## src/rtl/sort_mem_responder_pkg.sv

```systemverilog
// Shared response codes and FSM state encodings for the sort engine memory responder.
package sort_mem_responder_pkg;

  localparam logic RESP_OKAY = 1'b1;
  localparam logic RESP_ERR  = 1'b0;

  typedef enum logic [1:0] {R_IDLE, R_WAIT, R_DATA} rstate_e;
  typedef enum logic [1:0] {W_IDLE, W_DATA, W_RESP} wstate_e;

endpackage

```

## src/rtl/mem_regfile.sv

```systemverilog
// DEPTH x DATA_WDTH register file: one write port, one registered-sample read port.
module mem_regfile #(
  parameter int ADDR_WDTH = 4,
  parameter int DATA_WDTH = 32,
  parameter int DEPTH     = 16
) (
  input  logic                 clk_i,
  input  logic                 rst_ni,
  input  logic                 we_i,
  input  logic [ADDR_WDTH-1:0] waddr_i,
  input  logic [DATA_WDTH-1:0] wdata_i,
  input  logic                 re_i,
  input  logic [ADDR_WDTH-1:0] raddr_i,
  output logic [DATA_WDTH-1:0] rdata_o
);

  localparam int IDX_W = (DEPTH > 1) ? $clog2(DEPTH) : 1;

  logic [DATA_WDTH-1:0] mem_q [DEPTH];
  logic [DATA_WDTH-1:0] rdata_q;
  logic [IDX_W-1:0]     widx;
  logic [IDX_W-1:0]     ridx;

  // Callers only assert we_i/re_i for in-range addresses, so the low bits suffice.
  assign widx    = waddr_i[IDX_W-1:0];
  assign ridx    = raddr_i[IDX_W-1:0];
  assign rdata_o = rdata_q;

  always_ff @(posedge clk_i or negedge rst_ni) begin
    if (!rst_ni) begin
      for (int i = 0; i < DEPTH; i++) mem_q[i] <= '0;
    end else if (we_i) begin
      mem_q[widx] <= wdata_i;
    end
  end

  always_ff @(posedge clk_i or negedge rst_ni) begin
    if (!rst_ni)   rdata_q <= '0;
    else if (re_i) rdata_q <= mem_q[ridx];
  end

endmodule

```

## src/rtl/sort_mem_responder.sv

```systemverilog
// Slave memory for the sort engine: independent read (AR/R) and write (AW/W/B) FSMs
// in front of a register file, with an address range check producing the response.
module sort_mem_responder
  import sort_mem_responder_pkg::*;
#(
  parameter int ADDR_WDTH = 4,
  parameter int DATA_WDTH = 32,
  parameter int RESP_WDTH = 1,
  parameter int DEPTH     = 16,
  parameter int READ_LAT  = 1
) (
  input  logic                 clk,
  input  logic                 rst_n,
  input  logic                 ar_valid,
  input  logic [ADDR_WDTH-1:0] ar_addr,
  output logic                 ar_ready,
  output logic                 r_valid,
  output logic [DATA_WDTH-1:0] r_data,
  output logic [RESP_WDTH-1:0] r_resp,
  input  logic                 r_ready,
  input  logic                 aw_valid,
  input  logic [ADDR_WDTH-1:0] aw_addr,
  output logic                 aw_ready,
  input  logic                 w_valid,
  input  logic [DATA_WDTH-1:0] w_data,
  output logic                 w_ready,
  output logic                 b_valid,
  output logic [RESP_WDTH-1:0] b_resp,
  input  logic                 b_ready
);

  localparam logic [RESP_WDTH-1:0] OKAY = RESP_WDTH'(RESP_OKAY);
  localparam logic [RESP_WDTH-1:0] ERR  = RESP_WDTH'(RESP_ERR);

  function automatic logic in_range(input logic [ADDR_WDTH-1:0] a);
    return int'(a) < DEPTH;
  endfunction

  rstate_e                r_state_q, r_state_d;
  logic [ADDR_WDTH-1:0]   r_addr_q, r_addr_d;
  logic [3:0]             r_cnt_q, r_cnt_d;
  logic [RESP_WDTH-1:0]   r_resp_q;
  logic                   r_load;
  logic [ADDR_WDTH-1:0]   r_load_addr;

  wstate_e                w_state_q, w_state_d;
  logic [ADDR_WDTH-1:0]   w_addr_q, w_addr_d;
  logic [RESP_WDTH-1:0]   b_resp_q, b_resp_d;
  logic                   mem_we;
  logic [DATA_WDTH-1:0]   mem_rdata;

  // With zero latency the sample happens on the AR handshake itself, so use the live address.
  assign r_load_addr = (r_state_q == R_IDLE) ? ar_addr : r_addr_q;

  assign ar_ready = (r_state_q == R_IDLE);
  assign r_valid  = (r_state_q == R_DATA);
  assign r_resp   = r_resp_q;
  assign r_data   = (r_resp_q == OKAY) ? mem_rdata : '0;
  assign aw_ready = (w_state_q == W_IDLE);
  assign w_ready  = (w_state_q == W_DATA);
  assign b_valid  = (w_state_q == W_RESP);
  assign b_resp   = b_resp_q;

  always_comb begin
    r_state_d = r_state_q;
    r_addr_d  = r_addr_q;
    r_cnt_d   = r_cnt_q;
    r_load    = 1'b0;
    unique case (r_state_q)
      R_IDLE: begin
        if (ar_valid) begin
          r_addr_d = ar_addr;
          if (READ_LAT == 0) begin
            r_load    = 1'b1;
            r_state_d = R_DATA;
          end else begin
            r_cnt_d   = 4'(READ_LAT);
            r_state_d = R_WAIT;
          end
        end
      end
      R_WAIT: begin
        r_cnt_d = r_cnt_q - 4'd1;
        if (r_cnt_q == 4'd1) begin
          r_load    = 1'b1;
          r_state_d = R_DATA;
        end
      end
      R_DATA:  if (r_ready) r_state_d = R_IDLE;
      default: r_state_d = R_IDLE;
    endcase
  end

  always_ff @(posedge clk or negedge rst_n) begin
    if (!rst_n) begin
      r_state_q <= R_IDLE;
      r_addr_q  <= '0;
      r_cnt_q   <= '0;
      r_resp_q  <= ERR;
    end else begin
      r_state_q <= r_state_d;
      r_addr_q  <= r_addr_d;
      r_cnt_q   <= r_cnt_d;
      if (r_load) r_resp_q <= in_range(r_load_addr) ? OKAY : ERR;
    end
  end

  always_comb begin
    w_state_d = w_state_q;
    w_addr_d  = w_addr_q;
    b_resp_d  = b_resp_q;
    mem_we    = 1'b0;
    unique case (w_state_q)
      W_IDLE: begin
        if (aw_valid) begin
          w_addr_d  = aw_addr;
          w_state_d = W_DATA;
        end
      end
      W_DATA: begin
        if (w_valid) begin
          mem_we    = in_range(w_addr_q);
          b_resp_d  = in_range(w_addr_q) ? OKAY : ERR;
          w_state_d = W_RESP;
        end
      end
      W_RESP:  if (b_ready) w_state_d = W_IDLE;
      default: w_state_d = W_IDLE;
    endcase
  end

  always_ff @(posedge clk or negedge rst_n) begin
    if (!rst_n) begin
      w_state_q <= W_IDLE;
      w_addr_q  <= '0;
      b_resp_q  <= ERR;
    end else begin
      w_state_q <= w_state_d;
      w_addr_q  <= w_addr_d;
      b_resp_q  <= b_resp_d;
    end
  end

  mem_regfile #(
    .ADDR_WDTH(ADDR_WDTH),
    .DATA_WDTH(DATA_WDTH),
    .DEPTH    (DEPTH)
  ) u_mem (
    .clk_i  (clk),
    .rst_ni (rst_n),
    .we_i   (mem_we),
    .waddr_i(w_addr_q),
    .wdata_i(w_data),
    .re_i   (r_load && in_range(r_load_addr)),
    .raddr_i(r_load_addr),
    .rdata_o(mem_rdata)
  );

endmodule

```

## config.mk

```make
export PLATFORM = sky130hd
export DESIGN_NAME = sort_mem_responder
export DESIGN_NICKNAME = d
export VERILOG_FILES = /design/src/rtl/sort_mem_responder_pkg.sv /design/src/rtl/mem_regfile.sv /design/src/rtl/sort_mem_responder.sv
export SDC_FILE = /design/constraint.sdc
export NUM_CORES = 1
export LEC_CHECK = 0
export CORE_ASPECT_RATIO = 1.2
export CORE_UTILIZATION = 66
export DETAILED_ROUTE_END_ITERATION = 7
export PLACE_DENSITY = 0.85
export SYNTH_ARGS = -nofsm -noshare
export SYNTH_HDL_FRONTEND = slang
export SYNTH_HIERARCHICAL = 1
export SYNTH_SLANG_ARGS = --single-unit
```

## constraint.sdc

```tcl
create_clock -name clk -period 3.3 [get_ports clk]
set_input_delay 0.99 -clock clk [delete_from_list [all_inputs] [get_ports clk]]
set_output_delay 0.99 -clock clk [all_outputs]
set_load 0.01 [all_outputs]
```

* After elaboration in Yosys (flattened, before gate mapping)
Index checks and enable logic that the tools add are counted.
** Storage, ports and cells
- Latch bits :: 0
- Word-level logic and storage cells :: 73
- Memory bits (writable) :: 0
- Bits in registers :: 562
- Memory bits (read-only) :: 0
- Bits of input ports :: 47
- Output and inout bits :: 39
- Memories kept :: 0
** Cells by class
- Order comparisons :: 3
- Reductions and logical operators :: 10
- Equality and inequality tests :: 11
- Multiply operators :: 0
- Bitwise gates (word level) :: 2
- Shift-type cells :: 0
- Div/mod/pow operators :: 0
- Mux-type cells :: 22
- Add/subtract/negate cells :: 1
** Operators by type and width (number)
- bitwise mux 512 bit :: 1
- binary-select mux 32 bit (select 4 bit) :: 1
- demux 32 bit (select 4 bit) :: 1
- 2-to-1 mux 32 bit :: 4
- 2-to-1 mux 2 bit :: 6
- one-hot mux 2 bit (3 select lines) :: 2
- >= comparator 5 bit, second input constant :: 2
- NOT 4 -> 5 bit :: 2
- 2-to-1 mux 4 bit :: 2
- inequality test 2 bit, second input constant :: 4
- one-hot mux 4 bit (2 select lines) :: 1
- AND reduction 2 bit :: 4
- AND reduction 3 bit :: 2
- < comparator 5 x 1 -> 1 bit, second input constant :: 1
- equality test 2 x 1 -> 1 bit, second input constant :: 2
- equality test 2 bit, second input constant :: 2
- equality test 4 x 1 -> 1 bit, second input constant :: 1
- logical NOT 2 bit :: 2
- 2-to-1 mux 1 bit :: 4
- inequality test 2 x 1 -> 1 bit, second input constant :: 2
- subtractor 4 x 1 -> 4 bit, second input constant :: 1
- nonzero test 2 bit :: 1
- logical AND 1 bit :: 1

* Longest topological paths before layout
- Word-level depth :: 6
- Gate-level depth with buffers :: 9
- Gate-level depth less buffers :: 7

* Cells and area by module
Netlist, hierarchy kept.
** Modules (own cells, without submodules)
- mem_regfile :: cells each 1475, times used 1, seq. area each 13613.1 um^2, area each 23984.3 um^2
- sort_mem_responder :: cells each 104, times used 1, seq. area each 450.4 um^2, area each 1051.0 um^2

* Worst setup path after synthesis
OpenSTA, ideal clock, no wires.
- Path kind :: input port to flip-flop
- Start point :: input port ar_addr[1]
- End point :: register u_mem.rdata_q[10] (netlist: u_mem/rdata_o[10])
- Arrival :: 2289 ps
- Path buffers :: 3
- Setup slack :: 865 ps
- Data required time :: 3154 ps
- Setup time :: 146 ps
- Stages on the path :: 7
- Path through :: mux2_2 -> buf_2 -> buf_6 -> buf_6 -> mux4_2 -> o22ai_1 -> a221oi_1
** Between the ends
- Word-level cells in the longest chain between the ends :: 5
** RTL lines
- from (decl) :: RTL line sort_mem_responder.sv:15 : input logic [ADDR_WDTH-1:0] ar_addr,
- 2-to-1 mux 4 bit :: RTL line sort_mem_responder.sv:53 : assign r_load_addr = (r_state_q == R_IDLE) ? ar_addr : r_addr_q;
- NOT 4 -> 5 bit (not written as such) :: RTL line mem_regfile.sv:39 : else if (re_i) rdata_q <= mem_q[ridx];
- binary-select mux 32 bit (select 4 bit) :: RTL line mem_regfile.sv:39
- 2-to-1 mux 32 bit (not written as such) (2 in a row) :: RTL line mem_regfile.sv:39
- to (signal assigned) :: RTL line mem_regfile.sv:39
- to (decl) :: RTL line mem_regfile.sv:20 : logic [DATA_WDTH-1:0] rdata_q;
Every way passes these cells. The select of a mux whose other input is x is not followed.
A chain may end at the register's enable or synchronous reset.

* Worst setup path after layout
- Start point :: register r_resp_q (netlist: r_resp)
- End point :: output port r_data[31]
** Between the ends
- Word-level cells in the longest chain between the ends :: 1
** RTL lines
- from (decl) :: RTL line sort_mem_responder.sv:42 : logic [RESP_WDTH-1:0] r_resp_q;
- from (signal assigned) :: RTL line sort_mem_responder.sv:104 : if (r_load) r_resp_q <= in_range(r_load_addr) ? OKAY : ERR;
- 2-to-1 mux 32 bit :: RTL line sort_mem_responder.sv:58 : assign r_data = (r_resp_q == OKAY) ? mem_rdata : '0;
- to (decl) :: RTL line sort_mem_responder.sv:18 : output logic [DATA_WDTH-1:0] r_data,
Every way passes these cells.

==> flow_summary.toml <==
[outcome]
outcome = "complete, but fails checks"
violations = "design-rule violations"

[logic_synthesis]
synth.area.top_cells = "dfrtp_1 56%, mux2_2 22%, mux4_2 12%"
async_reset_ff_frac = 1.000
netlist-cell-type-count = 34
yosysTopAreaCell = "dfrtp_1"
yosysSeqAreaShare = 0.5617
post-synth-top-count-cell = "dfrtp_1"
syn_area_um2 = 25040
synth_top_area_frac = 0.5617
synthFlopType = "dfrtp_1"
synth_enable_flop_cells = 0
ys_seq_elements = 562
ys_warn_count = 6
syn_area_per_cell_um2 = 15.86
ys_top_cells_by_count = "562 x dfrtp_1, 500 x mux2_2, 128 x mux4_2"
synth_fp_nets = 1628
postSynthCellCount = 1579

[global_route]
grt_max_degree = 79
grt_antenna_before_repair = 1
grt_pass1_wl_um = 92630
grt_pass1_vias = 15940
grt_overflow = 0
track_usage = 0.3152

[sta]
rsz0062_at_grt = "no"
fin_worst_skew_ns = 0.01525
slew_headroom = 0.1863
fin_setup_tns_ns = 0
tightest_slew_ns = 1.220
fin_crit_sh = 0.9459
finalMaxSlewViolations = 0
max_freq_mhz = 320.4
min_period_ns = 3.122
setup_viol = 0
hold_viol = 0

[floorplan]
die_h_um = 215.4
die_x_um = 179.8
die-area_um2 = 38720
start_util = 0.6750
core-area_um2 = 37090
io_pins = 86
std_cell_rows = 77

[run]
max_cap_viol_count = 0

[drt]
wl_per_cell_um = 26.91
drt-total-wl_um = 58150
ant_nets = 0
via_per_inst = 6.638
vias = 14350
drc = 5
drt_iter0_drc = 1073
dr.pass1.iters = 8

[placement]
place_area_um2 = 26850
hpwl_um = 32940
io_buffers = 85
routabilityCongestion = 0.7562

[setup_path]
cp_max_fo = 22
cp-start-kind = "register"
crit_type = "register to primary output"
cp.arrival_ns = 2.13
cp-end-kind = "primary output"
required_ns = 2.31

[cts]
numCtsBuffers = 54
clk-insertion-delay-late_ns = 0.59
cts_resized = 0
clock_path_buffers = 3
clock-sinks = 562
cts.clk_slew.worst_paths_ns = 0.06
cts_tree = "yes"
hold_buffers = 0
cts_setup_buffers = 0
cts_max_level = 2
clock-root-buffer = "clkbuf_16"

[power_and_ir_drop]
total_power_uw = 27260
cellInternalPower_uw = 18810
p_leak_uw = 0.01305
p_comb_frac = 0.379
vdd_drop_max_uv = 715.4
p_switching_uw = 8449
power_density_nw_per_um2 = 953.6
switching_share = 0.3099
pwr-share-seq = 0.398
clock_power_share = 0.223

[cells_and_area]
area_growth_syn_to_layout_pct = 14.20
finalNetCount = 1696
drive_above_1_share = 0.4745
design_area_um2 = 28590

[hold_path]
min_path_type = "input port to async pin"
[layout by cell type, fill, tap and decap left out, drive strengths merged, types with 32 or more instances in the layout]
cell	netlist	final
o22ai	32	32
mux4	128	128
nor2	46	46
mux2i	33	33
clkdlybuf4s50	0	84
mux2	525	525
dfrtp	562	562
buf	80	67
and2	35	35
clkbuf	59	84
a221oi	32	32
[layer usage]
metal	up-vias	GRT usage	routed length (um)
met2	504	0.5324	29810
met5	-	0	0
met4	0	0.1118	1716
met1	7711	0.4253	23330
li1	5997	-	-
met3	133	0.04186	3302
[worst paths after layout]
| kind | depth (start not counted) | startpoint | end | slack, ns |
|---|---|---|---|---|
| worst min register to register | 1 | b_resp$_DFFE_PN0P_ | b_resp$_DFFE_PN0P_ | 0.47 |
| worst max-delay path | 3 | r_resp$_DFFE_PN0P_ | r_data[31] | 0.18 |
| max in group asynchronous | 2 | rst_n | u_mem/mem_q[118]$_DFFE_PN0P_ | 2.09 |
| worst min-delay path | 1 | rst_n | u_mem/mem_q[237]$_DFFE_PN0P_ | 0.37 |
| min in group clk | 1 | b_resp$_DFFE_PN0P_ | b_resp$_DFFE_PN0P_ | 0.47 |
| worst max register to register | 7 | r_cnt_q[1]$_DFFE_PN0P_ | u_mem/rdata_o[1]$_DFFE_PN0P_ | 0.67 |
[power by group through the flow]
stage / sequential [uW] / clock (uW) / combinational [uW]
6_report: 10900 / 6080 / 10300
3_3_place_gp: 10700 / 0 / 9920
2_1_floorplan: 10300 / 0 / 7430
5_1_grt: 11100 / 6410 / 11000
4_1_cts: 10800 / 6160 / 10400
3_5_place_dp: 10900 / 0 / 10200
[logic make-up after synthesis]
| logic type | synth area share |
|---|---|
| mux | 0.3651 |
| flops | 0.5617 |
| buf+inv | 0.02759 |
| simple gates | 0.02339 |
| compound gates | 0.02119 |
| fa+ha+maj | 0.0009994 |
[worst max-delay path: stages (launching register included)]
cell	delay [ns]
dfrtp_1	0.35
buf_4	0.31
and2_1	0.30
clkdlybuf4s50_1	0.57
[metrics by stage]
step	cells	setup WS [ns]	util	hold slack [ns]
global placement	2065	0.1641	0.7240	0.4558
detailed placement	2065	0.1133	0.7240	0.4541
finish	2161	0.1785	0.7708	0.3728
CTS	2160	0.1989	0.7707	0.4025
global route	2161	0.1416	0.7708	0.4120
floorplan	1579	0.8649	-	0.4493
[final cells by class]
cell class	instances	area, um^2
antenna	1	2.502
multi-input combinational	871	10390
clock inverter	11	108.9
tap	474	593.1
inverter	7	26.28
sequential	562	14060
timing repair buffer	151	1777
clock buffer	84	1625
fill	2051	8502
[registers in the layout (all words and copies together), names as in the netlist]
register       cells
u_mem/mem_q      512
u_mem/rdata_o     32
r_addr_q           4
r_cnt_q            4
w_addr_q           4
r_state_q          2
w_state_q          2
b_resp             1
r_resp             1
Power figures use the tool's default switching activity.
